File: src/rtl/coin_acceptor.sv
// coin_acceptor: coin-slot front end for the newspaper vending machine.
// It synchronizes and debounces three raw coin sensors. For each coin it
// produces one clean 2-bit code that is held for HOLD_CYCLES, followed by a
// forced 00 gap. A coin that arrives while the vending FSM is busy drives the
// return flap instead of being presented. If several sensors are active at
// once, the block raises jam.
// Optional build macro COIN_TALLY_EN adds a saturating running total of
// accepted coin value (tally) and a clear input (tally_clr).
//
// Handshake: there is no ready/valid pair. The consumer sees coin != 00 for
// exactly HOLD_CYCLES consecutive cycles. That run is always followed by at
// least GAP_CYCLES cycles of 00, so each nonzero run is one coin.
module coin_acceptor #(
    parameter int unsigned DEB_CYCLES  = 4,
    parameter int unsigned HOLD_CYCLES = 4,
    parameter int unsigned GAP_CYCLES  = 4
) (
    input  logic       clk,
    input  logic       rst,
    input  logic       sw_c1,
    input  logic       sw_c2,
    input  logic       sw_c3,
    input  logic       busy,
    output logic [1:0] coin,
    output logic       coin_return,
    output logic       jam,
`ifdef COIN_TALLY_EN
    input  logic       tally_clr,
    output logic [7:0] tally,
`endif
    output logic [2:0] o_dbg_state
);

    typedef enum logic [2:0] {
        IDLE     = 3'd0,
        DEBOUNCE = 3'd1,
        PRESENT  = 3'd2,
        REJECT   = 3'd3,
        GAP      = 3'd4,
        JAM      = 3'd5
    } state_t;

    // Terminal counts. Each state exits on the cycle where its count is reached.
    localparam logic [7:0] DEB_LAST  = 8'(DEB_CYCLES - 1);
    localparam logic [7:0] HOLD_LAST = 8'(HOLD_CYCLES - 1);
    localparam logic [7:0] GAP_LIM   = 8'(GAP_CYCLES);

    logic [2:0] r_sync1;
    logic [2:0] r_sync2;
    state_t     r_state;
    state_t     w_state_nxt;
    logic [7:0] r_cnt;
    logic [7:0] w_cnt_nxt;
    logic [7:0] w_cnt_inc;
    logic [1:0] r_code;
    logic [1:0] w_code_nxt;
    logic [2:0] w_s;
    logic [2:0] w_cap_mask;
    logic       w_cap_hi;
    logic       w_others_hi;
    logic       w_one_hot;
    logic       w_multi;
    logic [1:0] w_coin_nxt;
    logic       w_ret_nxt;
    logic       w_jam_nxt;

    assign w_s         = r_sync2;
    assign w_cnt_inc   = (r_cnt == 8'hFF) ? r_cnt : r_cnt + 8'd1;
    assign w_one_hot   = (w_s == 3'b001) || (w_s == 3'b010) || (w_s == 3'b100);
    assign w_multi     = !w_one_hot && (w_s != 3'b000);
    assign w_cap_mask  = (r_code == 2'b01) ? 3'b001 :
                         (r_code == 2'b10) ? 3'b010 :
                         (r_code == 2'b11) ? 3'b100 : 3'b000;
    assign w_cap_hi    = |(w_s & w_cap_mask);
    assign w_others_hi = |(w_s & ~w_cap_mask);
    assign o_dbg_state = r_state;

    // Two-flop synchronizers for the asynchronous sensor inputs
    always_ff @(posedge clk or negedge rst) begin
        if (!rst) begin
            r_sync1 <= 3'b000;
            r_sync2 <= 3'b000;
        end else begin
            r_sync1 <= {sw_c3, sw_c2, sw_c1};
            r_sync2 <= r_sync1;
        end
    end

    // State, counter, captured code and registered outputs
    always_ff @(posedge clk or negedge rst) begin
        if (!rst) begin
            r_state     <= IDLE;
            r_cnt       <= 8'd0;
            r_code      <= 2'b00;
            coin        <= 2'b00;
            coin_return <= 1'b0;
            jam         <= 1'b0;
        end else begin
            r_state     <= w_state_nxt;
            r_cnt       <= w_cnt_nxt;
            r_code      <= w_code_nxt;
            coin        <= w_coin_nxt;
            coin_return <= w_ret_nxt;
            jam         <= w_jam_nxt;
        end
    end

    // Next-state and counter logic; the counter restarts on every state change
    always_comb begin
        w_state_nxt = r_state;
        w_code_nxt  = r_code;
        w_cnt_nxt   = w_cnt_inc;
        case (r_state)
            IDLE: begin
                w_cnt_nxt = 8'd0;
                if (w_multi) begin
                    w_state_nxt = JAM;
                end else if (w_one_hot) begin
                    w_state_nxt = DEBOUNCE;
                    w_code_nxt  = (w_s == 3'b001) ? 2'b01 :
                                  (w_s == 3'b010) ? 2'b10 : 2'b11;
                end
            end
            DEBOUNCE: begin
                if (w_others_hi) begin
                    w_state_nxt = JAM;
                end else if (!w_cap_hi) begin
                    w_state_nxt = IDLE;
                end else if (r_cnt >= DEB_LAST) begin
                    // busy only matters on this exit cycle
                    w_state_nxt = busy ? REJECT : PRESENT;
                end
            end
            PRESENT, REJECT: begin
                if (r_cnt >= HOLD_LAST) begin
                    w_state_nxt = GAP;
                end
            end
            GAP: begin
                // A sensor still held high keeps us here, so it never repeats
                if ((r_cnt >= GAP_LIM) && (w_s == 3'b000)) begin
                    w_state_nxt = IDLE;
                end
            end
            JAM: begin
                if (w_s != 3'b000) begin
                    w_cnt_nxt = 8'd0;
                end else if (r_cnt >= DEB_LAST) begin
                    w_state_nxt = IDLE;
                end
            end
            default: begin
                w_state_nxt = IDLE;
            end
        endcase
        if (w_state_nxt != r_state) begin
            w_cnt_nxt = 8'd0;
        end
    end

    // Output decode from the next state so outputs are registered with it
    always_comb begin
        w_coin_nxt = 2'b00;
        w_ret_nxt  = 1'b0;
        w_jam_nxt  = 1'b0;
        case (w_state_nxt)
            PRESENT: w_coin_nxt = w_code_nxt;
            REJECT:  w_ret_nxt  = 1'b1;
            JAM:     w_jam_nxt  = 1'b1;
            default: ;
        endcase
    end

`ifdef COIN_TALLY_EN
    logic [8:0] w_tally_sum;
    assign w_tally_sum = {1'b0, tally} + {7'd0, r_code};

    // Running total of accepted coin value; clear beats a same-cycle add
    always_ff @(posedge clk or negedge rst) begin
        if (!rst) begin
            tally <= 8'd0;
        end else if (tally_clr) begin
            tally <= 8'd0;
        end else if ((r_state == DEBOUNCE) && (w_state_nxt == PRESENT)) begin
            tally <= w_tally_sum[8] ? 8'hFF : w_tally_sum[7:0];
        end
    end
`endif

endmodule

File: config.mk
export PLATFORM = sky130hd
export DESIGN_NAME = coin_acceptor
export DESIGN_NICKNAME = d
export VERILOG_FILES = /design/src/rtl/coin_acceptor.sv
export SDC_FILE = /design/constraint.sdc
export NUM_CORES = 1
export LEC_CHECK = 0
export ABC_AREA = 1
export CORE_UTILIZATION = 44
export CTS_BUF_LIST = sky130_fd_sc_hd__clkbuf_8
export DETAILED_ROUTE_END_ITERATION = 16
export HOLD_SLACK_MARGIN = 0.15
export PLACE_DENSITY = 0.71
export SLEW_MARGIN = 20
export SYNTH_ARGS = -nofsm -noshare
export SYNTH_HDL_FRONTEND = slang
export SYNTH_SLANG_ARGS = --single-unit
File: constraint.sdc
create_clock -name clk -period 1.9 [get_ports clk]
set_input_delay 0.285 -clock clk [delete_from_list [all_inputs] [get_ports clk]]
set_output_delay 0.285 -clock clk [all_outputs]
set_load 0.005 [all_outputs]
==> After elaboration in Yosys (flattened, before gate mapping) <==
Cells that the tools add are included.
Widths: inputs -> output; s select.
{ "word_totals": {"wordCells": 67, "ff_bits": 23, "input_bits": 6} }
{ "op_classes": {"n_mux": 26, "eq_ne": 16, "magnitude_cmp": 2, "add_sub_neg": 1, "reduce_logical": 11, "bitwise": 3} }
{ "ops": {"columns": ["op", "n"], "rows": [
  ["$mux 3", 12],
  ["$mux 8", 3],
  ["$pmux 8 s2", 1],
  ["$eq 3x2->1 const B", 5],
  ["$pmux 3 s5", 1],
  ["$eq 3x3->1 const B", 4],
  ["$mux 2", 5],
  ["$add 8x1->8 const B", 1],
  ["$eq 8x8->1 const B", 1],
  ["$ge 8x2->1 const B", 1],
  ["$ge 8x3->1 const B", 1],
  ["$and 3x3->3", 2],
  ["$eq 3x1->1 const B", 2],
  ["$logic_not 3->1", 2],
  ["$reduce_or 3->1", 2],
  ["$eq 2x2->1 const B", 2],
  ["$mux 1", 4],
  ["$ne 3x3->1", 1],
  ["$not 3->3", 1],
  ["$reduce_bool 3->1", 1],
  ["$eq 2x1->1 const B", 1],
  ["$logic_and 1x1->1", 2],
  ["$logic_or 1x1->1", 2],
  ["$reduce_or 2->1", 1],
  ["$logic_not 1->1", 1]
]} }

==> Longest topological paths before layout <==
{ "logic_depth": {"ltp_word": 11, "ltp_mapped": 13, "depth_no_buf": 13} }

==> Worst setup path before layout <==
No wires, ideal clock.
{ "synth_timing": {"path_kind": "reg-to-reg", "startpoint": "register r_cnt[0]", "endpoint": "register r_cnt[5]", "arrival_ps": 1523, "period_less_slack_ps": 1646, "path_stages_with_launch": 14, "slack_ps": 254, "cell_sequence": "dfrtp_1 > ha_1 > nor2_2 > nand2_2 > nor2_4 > nor2_2 > nor2_2 > nor2_4 > nand2_2 > nand2_1 > nand2_1 > nor2_2 > nand2_2 > nor2_1"} }
{ "synth_via": {"elab_chain_len": 7, "elab_cells_between_ends": 18, "cone_classes": "1 x add/sub; 2 x order compare; 2 x eq/ne; 12 x mux; 1 x reduce/logical"} }
{ "synth_lines": {"columns": ["item", "line_no", "rtl"], "rows": [
  ["from (decl)", "52", "logic [7:0] r_cnt;"],
  ["from (signal assigned)", "100", "r_cnt <= w_cnt_nxt;"],
  ["$ge 8x2->1", "129, 135, 148", null],
  ["$mux 3", "129", "end else if (r_cnt >= DEB_LAST) begin"],
  ["$mux 3", "127", "end else if (!w_cap_hi) begin"],
  ["$mux 3", "125", "if (w_others_hi) begin"],
  ["$pmux 3 s5 (*)", "113", "case (r_state)"],
  ["via w_state_nxt[2]", "51", "state_t w_state_nxt;"],
  ["$ne 3x3->1 (*)", "156", "if (w_state_nxt != r_state) begin"],
  ["$mux 8 (*)", "156", null],
  ["via w_cnt_nxt[5]", "53", "logic [7:0] w_cnt_nxt;"]
]} }
The timed path passes the listed nets; every way through them passes the cells marked *.

==> Worst setup path in the final report <==
{ "layout_timing": {"startpoint": "register r_cnt[0]", "endpoint": "register r_cnt[0]"} }
{ "layout_via": {"elab_chain_len": 7, "elab_cells_between_ends": 18, "cone_classes": "1 x add/sub; 2 x order compare; 2 x eq/ne; 12 x mux; 1 x reduce/logical"} }
{ "layout_lines": {"columns": ["item", "line_no"], "rows": [
  ["$ge 8x2->1", "129, 135, 148"],
  ["$mux 3", "129"],
  ["$mux 3", "127"],
  ["$mux 3", "125"],
  ["$pmux 3 s5", "113"],
  ["$ne 3x3->1", "156"],
  ["$mux 8 (*)", "156"],
  ["via w_cnt_nxt[0]", "53"]
]} }
Marked as above.

==> summary.md <==
| Metric | Value |
|---|---|
| Status | completed |
| Initial Utilization | 48.26% |
| Power Density | 1165 nW/um^2 |
| First-pass GRT wire length | 4.374 mm |
| Vias | 1112 |
| Classification of the worst setup path | flop to flop |
| Hold Path Class | flop to flop |
| Register area | 576.8 um^2 |
| Drt first pass iters | 4 |
| Period utilization | 92.21% |
| Overflow after GRT | 0 |
| Met1 Use GR | 24.62% |
| Post-DP HPWL | 1.937 mm |
| Global Route Usage Sum | 17.52% |
| Setup tns final | 0 ns |
| Number of diodes | 0 |
| Drt first-iter violations | 39 |
| Mux cell area share after synthesis | 0% |
| Max Cap Viol | 0 |
| Synth Area in Adders | 2.002% |
| Final Wtd Congestion | 0.8728 |
| Combinational power share | 47.6% |
| Multi-input gate area | 599.3 um^2 |
| Antenna violations before repair | 0 |
| Area share of xor/xnor cells in the synthesized design | 0% |
| Final setup fails | 0 |
| Largest delay share family, worst path | simple AND/OR/NAND/NOR gates |
| Share of layout cells above drive strength 1 | 16.30% |
| DR vias/cell | 5.196 |
| CP max stage delay | 0.41 ns |
| Psw | 722.6 uW |
| Arrival @ worst endpoint | 1.93 ns |
| Clk sinks | 23 |
| Syn Area/Cell | 7.764 um^2 |
| FP Rows | 18 |
| Routed Antenna Nets | 0 |
| Worst EP required | 2.08 ns |
| Cell area after synthesis | 1250 um^2 |
| Total CTS buffers | 3 |
| Die Area | 3058 um^2 |
| Drt wl/cell | 11.85 um |
| Synth Area in Compound Gates | 9.209% |
| Leakage | 0.0007552 uW |
| Setup crit start | r_cnt[0] |
| Vert. Die Dim | 55.30 um |
| Worst-path clk slew | 0.07 ns |
| Critical path fanouts, max | 8 |
| Core area | 2590 um^2 |
| Htree depth | 1 |
| Deepest clock path buffer count | 2 |
| Syn nets | 169 |
| Vias in the first global route | 1032 |
| Drt drc | 0 |
| Internal Power | 1060 uW |
| Critical path cell sequence | ha_1 -> nor2_2 -> nand2_2 -> nor2_4 -> nor2_2 -> nor2_4 -> nor2_4 -> nand3_1 -> nand2_1 -> nor2_2 -> nand2_4 -> nor2_1 |
| Worst-margin pin slew | 0.4518 ns |
| Switch share | 40.55% |
| FF-to-FF Start | r_cnt[0] |
| Number of port buffers | 12 |
| Tot Pwr | 1782 uW |
| Met2 Use GR | 27.19% |
| Fin crit period | 1.752 ns |
| WL final | 2.535 mm |
| Clock power share | 16.0% |
| Die width | 55.30 um |
| Buffers and inverters on the worst path | 0 |
| FMAX | 570.8 MHz |
| I/O Pins | 13 |
| Distinct cells, synth | 21 |
| Area share of the largest cell type after synthesis | 46.05% |
| CP max stage cell | dfrtp_2 |
| Yosys Warn Count | 0 |
| Gate Count Post-Synth | 161 |
| Clock Skews | 0.001700 ns |
| Worst rel slew slack | 69.56% |
| Fillers | 221 |
| HP Start | r_sync1[0] |
| Met3 usage | 3.513% |
| Synth area leaders | dfrtp_1 (46%), nand2_1 (8.4%), inv_1 (7.8%) |
| Crit start category | flop |
| Synth Register Bits | 23 |
| Layout area overhead | 22.42% |
| NumNets Final | 193 |
| Largest area contributor in the netlist | dfrtp_1 |
| Synth Area in Simple Gates | 34.93% |
| Pin count of the biggest net entering global routing | 24 |
| Most Crowded Layer GR | met2 |
| Hold Fails Final Rpt | 0 |
| Share of power burned in registers | 36.3% |
| Largest family of logic cells by synthesized area | simple AND/OR/NAND/NOR gates |
| Sequential fraction of the synthesis area | 46.05% |
| Slew Viols, Final | 0 |
| Clk_lat worst skew | 0.25 ns |
| Root Driver | clkbuf_8 |
| Worst Setup End Kind | flop |
| CTS tree | yes |
| Maximum VDD drop | 809.6 uV |
-- routing by layer --
layer | wire (um) | up-vias
met3 | 157 | 2
met2 | 1162 | 38
met4 | 10 | 0
met5 | 0 | -
li1 | - | 561
met1 | 1204 | 511
-- area by class of cell --
| class | instances | area share [%] |
|---|---|---|
| clock buffers | 3 | 2.698 |
| clock inverters | 1 | 0.3271 |
| inverters | 26 | 6.378 |
| multi-input cells | 112 | 39.17 |
| flip-flops and latches | 23 | 37.69 |
| well taps | 30 | 2.453 |
| repair buffers | 19 | 11.28 |
-- cells by family (layout without fill, tap and decap cells) --
group / count (synthesis) / after routing
flops: 23 / 23
fa+ha+maj: 2 / 2
buf+inv: 26 / 49
simple gates: 92 / 92
compound gates: 18 / 18
-- synth_stat cells --
library cell and n:
o21ai_0 4, nor3_1 3, nand3_2 1, o211ai_1 4
nor2_4 2, and3_1 2, a21oi_1 6, nand3_1 18
nand4_1 2, inv_1 26, dfrtp_1 23, o21ai_2 2
nand2_2 4, a32oi_1 1, nor3_2 1, nand2_1 28
nor2_1 24, nor4_1 1, ha_1 2, nor2_2 6
o221ai_1 1
-- metrics by stage --
stage | util (%) | cell area [um^2] | setup WS (ns) | cells | hold slack (ns)
after floorplan | - | 1250 | 0.2545 | 161 | -0.01059
after global placement | 55.22 | 1430 | 0.09908 | 206 | 0.3317
after detailed placement | 55.22 | 1430 | 0.04798 | 206 | 0.3355
after CTS | 57.00 | 1476 | 0.02347 | 210 | 0.3535
after global routing | 59.08 | 1530 | -0.01202 | 214 | 0.3618
final | 59.08 | 1530 | 0.1480 | 214 | 0.3518
-- what timing repair did --
action                                  in CTS  in global routing
gates resized for setup                      0                  6
buffers inserted                             0                  4
hold buffers                                 0                  0
endpoints found under the setup margin       0                 13
-- final timing paths --
path | endpoint | slack, ns | cells past startpoint
worst max register to register | r_cnt[0] | 0.15 | 12
worst max-delay path | r_cnt[0] | 0.15 | 12
worst min-delay path | r_sync2[0] | 0.35 | 0
max in group asynchronous | r_cnt[0] | 1.29 | 2
min in group asynchronous | r_cnt[2] | 0.37 | 2
worst min register to register | r_sync2[0] | 0.35 | 0
-- power groups by stage --
stage	logic [uW]	registers, uW	clock network (uW)
floorplan	503	638	0
global placement	722	651	0
detailed placement	742	660	0
CTS	745	650	298
global route	951	658	323
finish	849	648	286
-- flip-flops by register name, summed over array words and instances, names as in the netlist --
signal / flops
coin: 2
o_dbg_state: 3
r_code: 2
r_cnt: 8
jam: 1
r_sync1: 3
r_sync2: 3
coin_return: 1
-- cell usage in the layout, fill, tap and decap left out --
| cell | instances |
|---|---|
| nand2_1 | 28 |
| o221ai_1 | 1 |
| dfrtp_2 | 1 |
| dfrtp_1 | 22 |
| nor4_1 | 1 |
| nor3_1 | 3 |
| inv_1 | 26 |
| a21oi_1 | 6 |
| nand4_1 | 2 |
| nor2_1 | 23 |
| nand2_4 | 1 |
| nand3_2 | 2 |
| ha_1 | 2 |
| and3_1 | 2 |
| nand2_2 | 3 |
| nor2_4 | 4 |
| clkinv_2 | 1 |
| clkdlybuf4s50_1 | 12 |
| nand3_1 | 17 |
| buf_4 | 7 |
| nor3_2 | 1 |
| clkbuf_8 | 3 |
| o21ai_0 | 4 |
| a32oi_1 | 1 |
| nor2_2 | 5 |
| o21ai_2 | 2 |
| o211ai_1 | 4 |
Note: power is estimated with default switching activity, not from simulation.
